==> src/rtl/operand_fetch_pkg.sv <==
// Shared definitions for the operand fetch stage and its register file.
//   DATA_W / NREG / REG_AW : operand width, register count, register index width
//   SHIFT_*                : shift codes carried through to the shifter
//   state_t                : operand fetch FSM state encoding
package operand_fetch_pkg;

    localparam int DATA_W = 16;
    localparam int NREG   = 8;
    localparam int REG_AW = 3;

    localparam logic [1:0] SHIFT_NONE = 2'b00;  // pass through
    localparam logic [1:0] SHIFT_LSL  = 2'b01;  // left by 1
    localparam logic [1:0] SHIFT_LSR  = 2'b10;  // logical right by 1
    localparam logic [1:0] SHIFT_ASR  = 2'b11;  // arithmetic right by 1

    typedef enum logic [1:0] {
        ST_IDLE  = 2'd0,
        ST_RD_A  = 2'd1,
        ST_RD_B  = 2'd2,
        ST_VALID = 2'd3
    } state_t;

endpackage

==> src/rtl/regfile_8x16.sv <==
// 8 x 16 architectural register file with one write port and one read port.
//   clk, reset           : clock, asynchronous active-high clear of every register
//   i_wr_en/num/data     : synchronous write port, takes effect on the rising edge
//   i_rd_num, o_rd_data  : combinational read mux, returns the pre-edge contents
module regfile_8x16
    import operand_fetch_pkg::*;
(
    input  logic              clk,
    input  logic              reset,
    input  logic              i_wr_en,
    input  logic [REG_AW-1:0] i_wr_num,
    input  logic [DATA_W-1:0] i_wr_data,
    input  logic [REG_AW-1:0] i_rd_num,
    output logic [DATA_W-1:0] o_rd_data
);

    logic [DATA_W-1:0] w_regs [NREG];

    // One flop bank per register so each element has a single driver.
    genvar gi;
    generate
        for (gi = 0; gi < NREG; gi++) begin : g_reg
            logic [DATA_W-1:0] r_q;

            always_ff @(posedge clk or posedge reset) begin
                if (reset) begin
                    r_q <= '0;
                end else if (i_wr_en && (i_wr_num == REG_AW'(gi))) begin
                    r_q <= i_wr_data;
                end
            end

            assign w_regs[gi] = r_q;
        end
    endgenerate

    assign o_rd_data = w_regs[i_rd_num];

endmodule

==> src/rtl/operand_fetch.sv <==
// Operand fetch stage feeding the shifter (operand B) and ALU (operand A).
// A request (rn, rm, shift) is read through the single register-file read
// port over two cycles, latched, and offered downstream with valid/ready.
//   clk, reset                    : clock, asynchronous active-high reset
//   req_valid/ready, req_rn/rm/shift : request handshake and register indices
//   wr_en/num/data                : register writeback, never stalls
//   out_valid/ready, out_a/b/shift   : latched operands and shift code
module operand_fetch
    import operand_fetch_pkg::*;
(
    input  logic              clk,
    input  logic              reset,
    input  logic              req_valid,
    output logic              req_ready,
    input  logic [REG_AW-1:0] req_rn,
    input  logic [REG_AW-1:0] req_rm,
    input  logic [1:0]        req_shift,
    input  logic              wr_en,
    input  logic [REG_AW-1:0] wr_num,
    input  logic [DATA_W-1:0] wr_data,
    output logic              out_valid,
    input  logic              out_ready,
    output logic [DATA_W-1:0] out_a,
    output logic [DATA_W-1:0] out_b,
    output logic [1:0]        out_shift
);

    state_t            r_state;
    state_t            w_state_next;
    logic [REG_AW-1:0] r_rn;
    logic [REG_AW-1:0] r_rm;
    logic [1:0]        r_shift;
    logic [DATA_W-1:0] r_a;
    logic [DATA_W-1:0] r_b;
    logic [1:0]        r_out_shift;

    logic              w_req_ready;
    logic              w_out_valid;
    logic              w_latch_a;
    logic              w_latch_b;
    logic              w_accept;
    logic [REG_AW-1:0] w_rd_num;
    logic [DATA_W-1:0] w_rd_data;
    logic [DATA_W-1:0] w_rd_value;

    regfile_8x16 u_regfile (
        .clk       (clk),
        .reset     (reset),
        .i_wr_en   (wr_en),
        .i_wr_num  (wr_num),
        .i_wr_data (wr_data),
        .i_rd_num  (w_rd_num),
        .o_rd_data (w_rd_data)
    );

    always_ff @(posedge clk or posedge reset) begin
        if (reset) begin
            r_state <= ST_IDLE;
        end else begin
            r_state <= w_state_next;
        end
    end

    always_comb begin
        w_state_next = r_state;
        w_req_ready  = 1'b0;
        w_out_valid  = 1'b0;
        w_latch_a    = 1'b0;
        w_latch_b    = 1'b0;
        case (r_state)
            ST_IDLE: begin
                w_req_ready = 1'b1;
                if (req_valid) begin
                    w_state_next = ST_RD_A;
                end
            end
            ST_RD_A: begin
                w_latch_a    = 1'b1;
                w_state_next = ST_RD_B;
            end
            ST_RD_B: begin
                w_latch_b    = 1'b1;
                w_state_next = ST_VALID;
            end
            ST_VALID: begin
                w_out_valid = 1'b1;
                // Consuming the result frees the stage, so a new request can
                // be taken on the same edge.
                if (out_ready) begin
                    w_req_ready  = 1'b1;
                    w_state_next = req_valid ? ST_RD_A : ST_IDLE;
                end
            end
            default: begin
                w_state_next = ST_IDLE;
            end
        endcase
    end

    assign w_accept = w_req_ready && req_valid;

    // The read port serves rn in RD_A and rm in RD_B.
    assign w_rd_num = (r_state == ST_RD_B) ? r_rm : r_rn;

    // A write landing on the same edge as the operand latch must win over
    // the register contents, which still hold the old value this cycle.
    assign w_rd_value = (wr_en && (wr_num == w_rd_num)) ? wr_data : w_rd_data;

    always_ff @(posedge clk or posedge reset) begin
        if (reset) begin
            r_rn        <= '0;
            r_rm        <= '0;
            r_shift     <= '0;
            r_a         <= '0;
            r_b         <= '0;
            r_out_shift <= '0;
        end else begin
            if (w_accept) begin
                r_rn    <= req_rn;
                r_rm    <= req_rm;
                r_shift <= req_shift;
            end
            if (w_latch_a) begin
                r_a <= w_rd_value;
            end
            if (w_latch_b) begin
                r_b         <= w_rd_value;
                r_out_shift <= r_shift;
            end
        end
    end

    assign req_ready = w_req_ready;
    assign out_valid = w_out_valid;
    assign out_a     = r_a;
    assign out_b     = r_b;
    assign out_shift = r_out_shift;

endmodule

==> config.mk <==
export PLATFORM = sky130hd
export DESIGN_NAME = operand_fetch
export DESIGN_NICKNAME = d
export VERILOG_FILES = /design/src/rtl/operand_fetch_pkg.sv /design/src/rtl/regfile_8x16.sv /design/src/rtl/operand_fetch.sv
export SDC_FILE = /design/constraint.sdc
export NUM_CORES = 1
export LEC_CHECK = 0
export BUFFER_PORTS_ARGS = -buffer_cell sky130_fd_sc_hd__buf_2
export CORE_UTILIZATION = 30
export DETAILED_ROUTE_END_ITERATION = 7
export HOLD_SLACK_MARGIN = 0.1
export PLACE_DENSITY = 0.5
export SETUP_SLACK_MARGIN = 0.02
export SLEW_MARGIN = 20
export SYNTH_ARGS = -nofsm -noshare
export SYNTH_HDL_FRONTEND = slang
export SYNTH_HIERARCHICAL = 1
export SYNTH_SLANG_ARGS = --single-unit
==> constraint.sdc <==
create_clock -name clk -period 5.3 [get_ports clk]
set_input_delay 0.53 -clock clk [delete_from_list [all_inputs] [get_ports clk]]
set_output_delay 0.53 -clock clk [all_outputs]
set_load 0.005 [all_outputs]
==> run summary, run 1 <==
Outcome = completed
Post-DP HPWL = 12.5 mm
Netlist Area Pre-Place = 8260 sq um
Synth area leaders = dfrtp_1 52%, mux2_2 20%, mux4_1 8.6%
Inserted Clock Buffers = 17
Core Region = 27000 sq um
DR vias = 4864
PortBufs = 67
Lkg Pwr = 4.02 nW
Post-synthesis cell count = 552
Fin. max-slew vios = 0
Std cell rows = 60
Final period util = 0.626
Gpl congestion = 0.728
Worst endpoint required time = 5.57 ns
Crit path max fanout = 19
CTS tree = done
Vias in the first global route = 5185
Avg Vias per Cell = 5.07
Final worst path period need = 3.32 ns
Post-Route Utilization = 0.349
Wire per inst = 20.1 microns
R2R cell count = 9
1st-pass router iterations = 4
I/O Pins = 68
Width of the die = 168 microns
Unique masters post-synth = 33
Depth of the CTS H-tree = 4
Worst skew pair latency = 0.42 ns
First-pass GRT wire length = 30.9 mm
RSZ-0062 raised after global routing = no
Final Setup Violations = 0
Tightest Pin Transition = 0.941 ns
Hold Violations, Final = 0
Post CTS Setup Buffer Count = 0
Max_cap viols = 0
Largest net degree at the start of global routing = 88
Worst Clk Skew = 0.0104 ns
Leading area contributor after synthesis = dfrtp_1
Clock sink count = 172
Crit path DAT = 3.58 ns
Kind of critical path = register to register
GRT Util Overall = 0.143
#FFs+latches synth = 172
Die ar. = 28200 sq um
Post-synthesis net count = 589
CTS clk-pin slew, worst paths = 0.07 ns
Nets = 643
Post-Route WL = 19.3 mm
CP startpoint kind = register
Register area share after synthesis = 0.521
Initial antenna violation count = 1
Share of cells above drive strength 1 = 0.485
Total power divided by cell area = 570 nW/um^2
Area Overhead vs Synth = 14.0%
R2r startpoint = r_state[0]
Routed Antenna Nets = 0
DR DRC count = 0
WHS = 0.262 ns
DR iter-0 viols = 303
Die Y = 168 microns
Mean Syn Cell Area = 15.0 sq um
Synth warn = 6
Top cell type's share of synthesized area = 0.521
Hold WC Path Type = primary input to asynchronous set/reset pin
ANT cells = 0
Setup Total Neg Slack = 0 ns
CTS Root Cell = clkbuf_16
Max-slew headroom = 0.372
Fmax achieved = 0.302 GHz
Post-CTS Hold Fix Bufs = 0
Worst setup EP type = register
Post-CTS resize count = 0
Initial core utilization = 0.306
R2R Setup Slk = 1.98 ns
Max clock buf depth = 2
Max VDD drop = 281 uV
Reg2reg end = out_a[7]
GR Overflow Total = 0
==> how the worst max path moves through the flow <==
stage / startpoint / end / slack [ns]
after floorplan: reset / u_regfile/g_reg[0].r_q[0] / 1.36
after global placement: r_state[0] / out_a[8] / 2.04
after detailed placement: r_state[0] / out_a[8] / 1.97
after CTS: r_state[0] / out_a[7] / 1.96
after global routing: r_state[0] / out_a[8] / 1.80
final: r_state[0] / out_a[7] / 1.98
==> flip-flops by register name, summed over array words and instances, names as in the netlist <==
name	flops
r_state	2
out_shift	2
r_rm	3
r_rn	3
out_a	16
out_b	16
u_regfile/g.r_q	128
r_shift	2
==> Yosys cell counts <==
master       n
a2111oi_0    1
a21oi_1      2
a31oi_1     32
and2_1       1
buf_1        1
buf_2       14
buf_4        5
buf_6       11
buf_8        2
clkbuf_1    11
clkbuf_2     1
dfrtp_1    172
ha_1         5
inv_1       10
mux2_2     145
mux2_4      10
mux2i_2      1
mux2i_4      2
mux4_1      27
mux4_2       5
nand2_1     16
nand4_2      1
nand4b_2     3
nor2_1      33
nor4b_4      1
nor4bb_1     3
o21bai_1     1
o22ai_1      1
o41ai_1     16
or4_1        3
or4_4       13
xnor2_1      2
xnor2_2      1
==> metrics by stage <==
step,std cells,power (W),cell area [sq um],setup slack (ns)
CTS,960,0.00541,9410,1.96
floorplan,552,0.00368,8260,1.36
detailed placement,928,0.00424,8870,1.97
global route,960,0.00570,9410,1.80
global placement,928,0.00416,8870,2.04
finish,960,0.00537,9410,1.98
==> logic make-up (layout without fill, tap and decap cells) <==
group	after synthesis	count (layout)	synth area share
adders and majority gates	5	5	0.00758
muxes	190	190	0.323
AOI/OAI and AO/OA	53	53	0.0452
DFF	172	172	0.521
buffers and inverters	55	122	0.0423
xor gates and xnor gates	3	3	0.00409
and+or+nand+nor	74	74	0.0570
==> critical path: stages (launching register included) <==
cell	delay, ns
dfrtp_1	0.38
inv_1	0.10
ha_1	0.31
mux2i_4	0.23
inv_1	0.52
buf_4	0.43
mux4_1	0.61
mux2_2	0.32
o41ai_1	0.10
a31oi_1	0.14
==> area by class of cell <==
class,count,area (sq um)
clock inverters,14,111
clock buffers,18,429
inverters,10,42.5
flip-flops and latches,172,4300
well taps,341,427
fillers,2550,17500
repair buffers,80,433
multi-input cells,325,3670
==> metal layers <==
metal	share of wire	GRT usage	wire (microns)	vias to the layer above
met5	0.00062	0	12	-
met4	0.011	0.0407	217	2
met3	0.030	0.0252	585	15
met2	0.48	0.238	9260	86
met1	0.48	0.190	9210	2560
li1	-	-	-	2201
==> layout by cell type (no fill, tap or decap), drive strengths merged <==
cell type and count:
xnor2 3, o41ai 16, mux4 32, nor4b 1, nand2 16, nor4bb 3
nor2 33, inv 15, nand4 1, a2111oi 1, a31oi 32, buf 80
mux2i 3, clkinv 3, nand4b 3, mux2 155, ha 5, clkbuf 18
o22ai 1, and2 1, clkinvlp 6, a21oi 2, o21bai 1, or4 16
dfrtp 172
==> power breakdown <==
part           internal, W  switching [W]
Clock             0.000608       0.000539
Sequential         0.00171       0.000214
Combinational      0.00115        0.00115
Total              0.00347        0.00190
Power figures use the tool's default switching activity.
==> run 2: changes to the inputs <==
- PLACE_DENSITY: 0.5 -> 0.51
- clock period: 5.3 -> 3 ns (I/O delays scaled with it)
==> run 2 against run 1 <==
Net effect: count of clock-buffer cells in the layout down 1; sequential share of layout area fell by 1.1 points; non-clock buffer count rose by 16; routed wire length fell by 1.1%; fmax increased by 23%.
==> run summary, run 2 (synthesized netlist as in run 1, its figures left out) <==
Outcome = completed
I/O Pins = 68 (unchanged)
Post-DP HPWL = 12.2 mm (-2.1%)
Most common cell on crit path = inv_1
CTS tree = done
Max clock buf depth = 2 (unchanged)
Final Instance Area = 9650 sq um (+2.5%)
Initial antenna violation count = 2 (+1)
Total power divided by cell area = 1010 nW/um^2 (+78%)
1st-pass router iterations = 5 (+1)
Core Region = 27000 sq um (unchanged)
Final period util = 0.899 (+0.274)
CP startpoint kind = register
DR DRC count = 0 (unchanged)
Gpl congestion = 0.752 (+3.4%)
Max-slew headroom = 0.383 (+0.0114)
First-pass GRT wire length = 31.2 mm (+1.1%)
CP Cell Sequence = inv_1 -> ha_2 -> mux2i_4 -> inv_1 -> buf_4 -> mux4_1 -> mux2_2 -> o41ai_1 -> a31oi_1
Inserted Clock Buffers = 17 (unchanged)
Share of cells above drive strength 1 = 0.485 (about the same)
# fillers = 2559 (+0.35%)
Hold WC Path Type = primary input to register
Avg Vias per Cell = 5.03 (-0.79%)
Worst endpoint required time = 3.29 ns (-2.28 ns)
Max reg flops = 128 (unchanged)
Worst Clk Skew = 0.00865 ns (-0.00177 ns)
Fin. max-slew vios = 0 (unchanged)
RSZ-0062 raised after global routing = no
Std cell rows = 60 (unchanged)
Max_cap viols = 0 (unchanged)
Dpl ws = 0.208 ns (-1.76 ns)
GR Overflow Total = 0 (unchanged)
Final Power = 0.00980 W (+82%)
Area after DPL = 8950 sq um (+0.89%)
Largest net degree at the start of global routing = 89 (+1.1%)
Tightest Pin Transition = 0.924 ns (-0.0171 ns)
Setup Total Neg Slack = 0 ns (unchanged)
ANT cells = 0 (unchanged)
DR vias = 4906 (+0.86%)
Slowest cell on crit path = mux4_1
Width of the die = 168 microns (unchanged)
Crit path max fanout = 14 (-5)
Fmax achieved = 0.371 GHz (+23%)
R2R Setup Slk = 0.30 ns (-1.68 ns)
Worst skew pair latency = 0.43 ns (about the same)
CTS clk-pin slew, worst paths = 0.07 ns (about the same)
Wire per inst = 19.5 microns (-2.7%)
Die Y = 168 microns (unchanged)
Post-Route WL = 19.1 mm (-1.1%)
CTS Root Cell = clkbuf_16
Max VDD drop = 592 uV (+110%)
Nets = 659 (+2.5%)
Lkg Pwr = 4.14 nW (+3.0%)
Clock sink count = 172 (unchanged)
Clock share of power = 0.233 (+0.019)
Switching Share = 0.344 (-0.0101)
DR iter-0 viols = 223 (-26%)
Combinational share of power = 0.419 (-0.008)
Commonest non-fill, non-tap cell in the layout = dfrtp_1
Minimum setup slack in the final design = 0.302 ns (-1.68 ns)
Vias in the first global route = 5310 (+2.4%)
Final worst path period need = 2.70 ns (-0.618 ns)
Hold Violations, Final = 0 (unchanged)
Routed Antenna Nets = 0 (unchanged)
Depth of the CTS H-tree = 4 (unchanged)
Commonest cells after routing, fill and taps aside = 172 x dfrtp_1, 145 x mux2_2, 67 x buf_2, 33 x nor2_1, 32 x a31oi_1
Die ar. = 28200 sq um (unchanged)
Crit path DAT = 2.99 ns (-0.59 ns)
Kind of critical path = register to register
PortBufs = 67 (unchanged)
P_int = 0.00643 W (+85%)
Final Setup Violations = 0 (unchanged)
Worst setup EP type = register
Biggest cell delay along the critical path = 0.50 ns (-0.11 ns)
Net Sw Power = 0.00337 W (+77%)
GRT Util Overall = 0.144 (+0.00126)
Area Overhead vs Synth = 16.9%
Biggest register = u_regfile/g.r_q
Sequential Power Share = 0.347 (-0.012)
Initial core utilization = 0.306 (unchanged)
## run 2: changes by cell type in the layout (fill, tap and decap cells not counted), moves of 2 or more
cell | previous run | this run
bufinv_16 | 0 | 3
buf_12 | 0 | 2
dlygate4sd3_1 | 0 | 9
clkinv_4 | 1 | 3
inv_6 | 7 | 5
clkinvlp_4 | 6 | 4
buf_4 | 13 | 18
## run 2: metrics by stage
stage / util / cells / hold WS [ns]
after floorplan: - / 552 / 0.448
after global placement: 0.332 / 935 / 0.358
after detailed placement: 0.332 / 935 / 0.367
after CTS: 0.358 / 976 / 0.215
after global routing: 0.358 / 976 / 0.229
final: 0.358 / 976 / 0.241
## run 2: what timing repair did
| item | in CTS | in global routing |
|---|---|---|
| endpoints found under the setup margin | 0 | 7 |
| hold buffers | 9 | 0 |
| endpoints found under the hold margin | 70 | 0 |
| resized for setup | 0 | 1 |
| buffers inserted | 0 | 0 |
## run 2: path summary, 6_finish.rpt
kind	startpoint	to	depth (start not counted)
setup / recovery	r_state[0]	out_b[10]	9
hold / removal	wr_data[3]	u_regfile/g_reg[2].r_q[3]	2
setup reg to reg	r_state[0]	out_b[10]	9
hold reg to reg	u_regfile/g_reg[5].r_q[1]	u_regfile/g_reg[5].r_q[1]	1
max in group asynchronous	reset	u_regfile/g_reg[0].r_q[4]	4
min in group asynchronous	reset	u_regfile/g_reg[4].r_q[14]	3
## run 2: critical path, delay by kind of cell (launching register included)
family                     cells  cell delay (ns)
muxes                          3             1.10
buffers and inverters          3             0.46
DFF                            1             0.40
adders and majority gates      1             0.32
AOI/OAI and AO/OA              2             0.26
## run 2: layout make-up
cell class              count  area [sq um]  share of cell area
clock buffers              17           425              0.0441
clock inverters            15           188              0.0194
inverters                  10          41.3             0.00428
multi-input cells         325          3670               0.380
flip-flops and latches    172          4300               0.446
well taps                 341           427              0.0442
repair buffers             96           601              0.0622
## run 2: power by group through the flow
stage               combinational (W)  clock (W)  sequential (W)
finish                        0.00411    0.00229         0.00340
global route                  0.00446    0.00244         0.00349
CTS                           0.00413    0.00234         0.00341
detailed placement            0.00409          0         0.00345
global placement              0.00402          0         0.00340
floorplan                     0.00314          0         0.00336
## run 2: per-layer routing
metal	global-route usage	wire [microns]	up-vias
met5	0	28	-
met1	0.193	9030	2554
met4	0.0463	225	4
met3	0.0270	593	19
met2	0.235	9200	96
li1	-	-	2233
==> run 3: changes to the inputs <==
- CORE_UTILIZATION: 30 -> 54
- PLACE_DENSITY: 0.51 -> 0.8
==> run 3 against run 2 <==
Net effect: via count grew 0.75%; first-iteration DRC count grew 68%; the flow now finishes with violations (design-rule violations); register-to-register slack lost 0.13 ns; clock skew grew 0.0013 ns; design area shrank 2.6%; worst setup slack lost 0.13 ns; highest routed layer is now met4; die area shrank 44%.
==> run summary, run 3 (synthesized netlist as in run 1, its figures left out) <==
Outcome = complete, but fails checks
Failing checks = design-rule violations
Fmax achieved = 0.354 GHz (-4.5%)
R2R Setup Slk = 0.18 ns (-0.13 ns)
DR iter-0 viols = 374 (+68%)
RSZ-0062 raised after global routing = no
CTS Root Cell = clkbuf_16
Lkg Pwr = 4.10 nW (-0.94%)
Tightest Pin Transition = 0.968 ns (+0.0435 ns)
CP Launch Point = r_state[0]
CTS clk-pin slew, worst paths = 0.06 ns (about the same)
Width of the die = 126 microns (-25%)
Worst skew pair latency = 0.43 ns (about the same)
Fin. max-slew vios = 0 (unchanged)
GRT Util Overall = 0.240 (+0.0959)
Reg2reg end = out_a[12]
Routed Antenna Nets = 0 (unchanged)
Area Overhead vs Synth = 13.9%
Share of cells above drive strength 1 = 0.482 (-0.00344)
Clock sink count = 172 (unchanged)
CTS tree = done
Final period util = 0.941 (+0.0420)
Max VDD drop = 646 uV (+9.0%)
Worst endpoint required time = 3.28 ns (about the same)
Highest Signal Layer = met4
GR Overflow Total = 0 (unchanged)
Worst Clk Skew = 0.00992 ns (+0.00127 ns)
Met3 wire len = 838 microns (+41%)
I/O Pins = 68 (unchanged)
Max reg flops = 128 (unchanged)
Initial core utilization = 0.562 (+0.255)
Commonest cells after routing, fill and taps aside = 172 x dfrtp_1, 145 x mux2_2, 67 x buf_2, 33 x nor2_1, 32 x a31oi_1
Post-DP HPWL = 11.2 mm (-8.1%)
Crit path max fanout = 32 (+18)
Core Region = 14700 sq um (-45%)
Worst setup EP type = register
Area after DPL = 8760 sq um (-2.1%)
Hold Crit Depth = 2 (unchanged)
# fillers = 1002 (-61%)
Nets = 650 (-1.4%)
Max_cap viols = 0 (unchanged)
Hold WC Path Type = primary input to register
Largest net degree at the start of global routing = 49 (-45%)
Max clock buf depth = 2 (unchanged)
Post CTS Setup Buffer Count = 0 (unchanged)
Initial antenna violation count = 0 (-2)
Depth of the CTS H-tree = 4 (unchanged)
ANT cells = 0 (unchanged)
DR DRC count = 11 (+11)
Wire per inst = 21.7 microns (+11%)
PortBufs = 67 (unchanged)
Die Y = 126 microns (-25%)
Hold EP = r_rn[2]
Final Instance Area = 9400 sq um (-2.6%)
Met1 WL = 7.47 mm (-17%)
Register area = 4300 sq um (unchanged)
R2r startpoint = r_state[0]
Commonest non-fill, non-tap cell in the layout = dfrtp_1
Hold Violations, Final = 0 (unchanged)
Max-slew headroom = 0.354 (-0.0297)
Biggest register = u_regfile/g.r_q
Final Setup Violations = 0 (unchanged)
Die ar. = 15800 sq um (-44%)
Vias in the first global route = 5320 (+0.19%)
Post-Route WL = 17.6 mm (-7.8%)
Min-delay src = req_rn[2]
Total power divided by cell area = 1030 nW/um^2 (+1.5%)
Placed Cells = 773 (-17%)
Setup Total Neg Slack = 0 ns (unchanged)
Std cell rows = 44 (-27%)
CP startpoint kind = register
Kind of critical path = register to register
1st-pass router iterations = 7 (+2)
Met2 wire len = 9.00 mm (-2.2%)
DR vias = 4943 (+0.75%)
Post-Route Utilization = 0.640 (+0.282)
Gpl congestion = 0.738 (-1.8%)
Inserted Clock Buffers = 17 (unchanged)
Multi-input gate area in the final layout = 3710 sq um (+1.1%)
Minimum setup slack in the final design = 0.176 ns (-0.126 ns)
Crit path DAT = 3.10 ns (+0.11 ns)
Final worst path period need = 2.82 ns (+0.126 ns)
R2R cell count = 9 (unchanged)
Dpl ws = 0.148 ns (-0.0595 ns)
Post-route insts no fill = 809 (-17%)
First-pass GRT wire length = 28.5 mm (-8.6%)
Avg Vias per Cell = 6.11 (+22%)
[run 3: cell count changes in the layout (fill, tap and decap cells not counted), moves of 2 or more]
cell	change
buf_4	-7
bufinv_16	-2
clkbuf_8	+5
dlygate4sd3_1	-4
inv_6	-5
xnor2_2	-3
xnor2_4	+3
[run 3: per-stage QoR]
step	hold WS (ns)	power, W
finish	0.118	0.00969
global route	0.105	0.0102
CTS	0.100	0.00971
detailed placement	0.488	0.00752
global placement	0.479	0.00723
floorplan	0.448	0.00649
[run 3: cell type report]
type | count | share of cell area
sequential | 172 | 0.458
multi-input combinational | 325 | 0.394
timing repair buffer | 87 | 0.0574
clock buffer | 22 | 0.0526
tap | 184 | 0.0245
clock inverter | 9 | 0.00931
inverter | 10 | 0.00439
[run 3: power by group]
| group | internal, W | total, W | leakage [nW] | switching [W] |
|---|---|---|---|---|
| logic | 0.00209 | 0.00415 | 1.78 | 0.00206 |
| clock network | 0.00125 | 0.00212 | 0.276 | 0.000877 |
| registers | 0.00303 | 0.00341 | 2.05 | 0.000386 |
[run 3: worst max-delay path by stage]
stage / slack, ns / endpoint
5_1_grt: 0.04 / out_a[1]
3_3_place_gp: 0.12 / out_b[6]
2_1_floorplan: 0.56 / out_a[15]
6_report: 0.18 / out_a[12]
3_5_place_dp: 0.15 / out_b[10]
4_1_cts: 0.06 / out_a[12]
[run 3: worst max-delay path, stage by stage (launching register included)]
cell,delay [ns]
dfrtp_1,0.40
inv_1,0.15
ha_1,0.36
mux2i_4,0.36
inv_1,0.11
buf_12,0.19
mux4_1,0.48
mux2_2,0.31
o41ai_1,0.10
a31oi_1,0.18
[run 3: repair_timing]
action	in CTS	in global routing
setup endpoints to repair	0	32
hold buffers	5	0
hold endpoints to repair	48	0
gates resized for setup	0	2
[run 3: metal layers]
layer	GRT usage	vias up
met3	0.0544	22
met5	0	-
met1	0.301	2560
met2	0.409	130
met4	0.0854	0
li1	-	2231
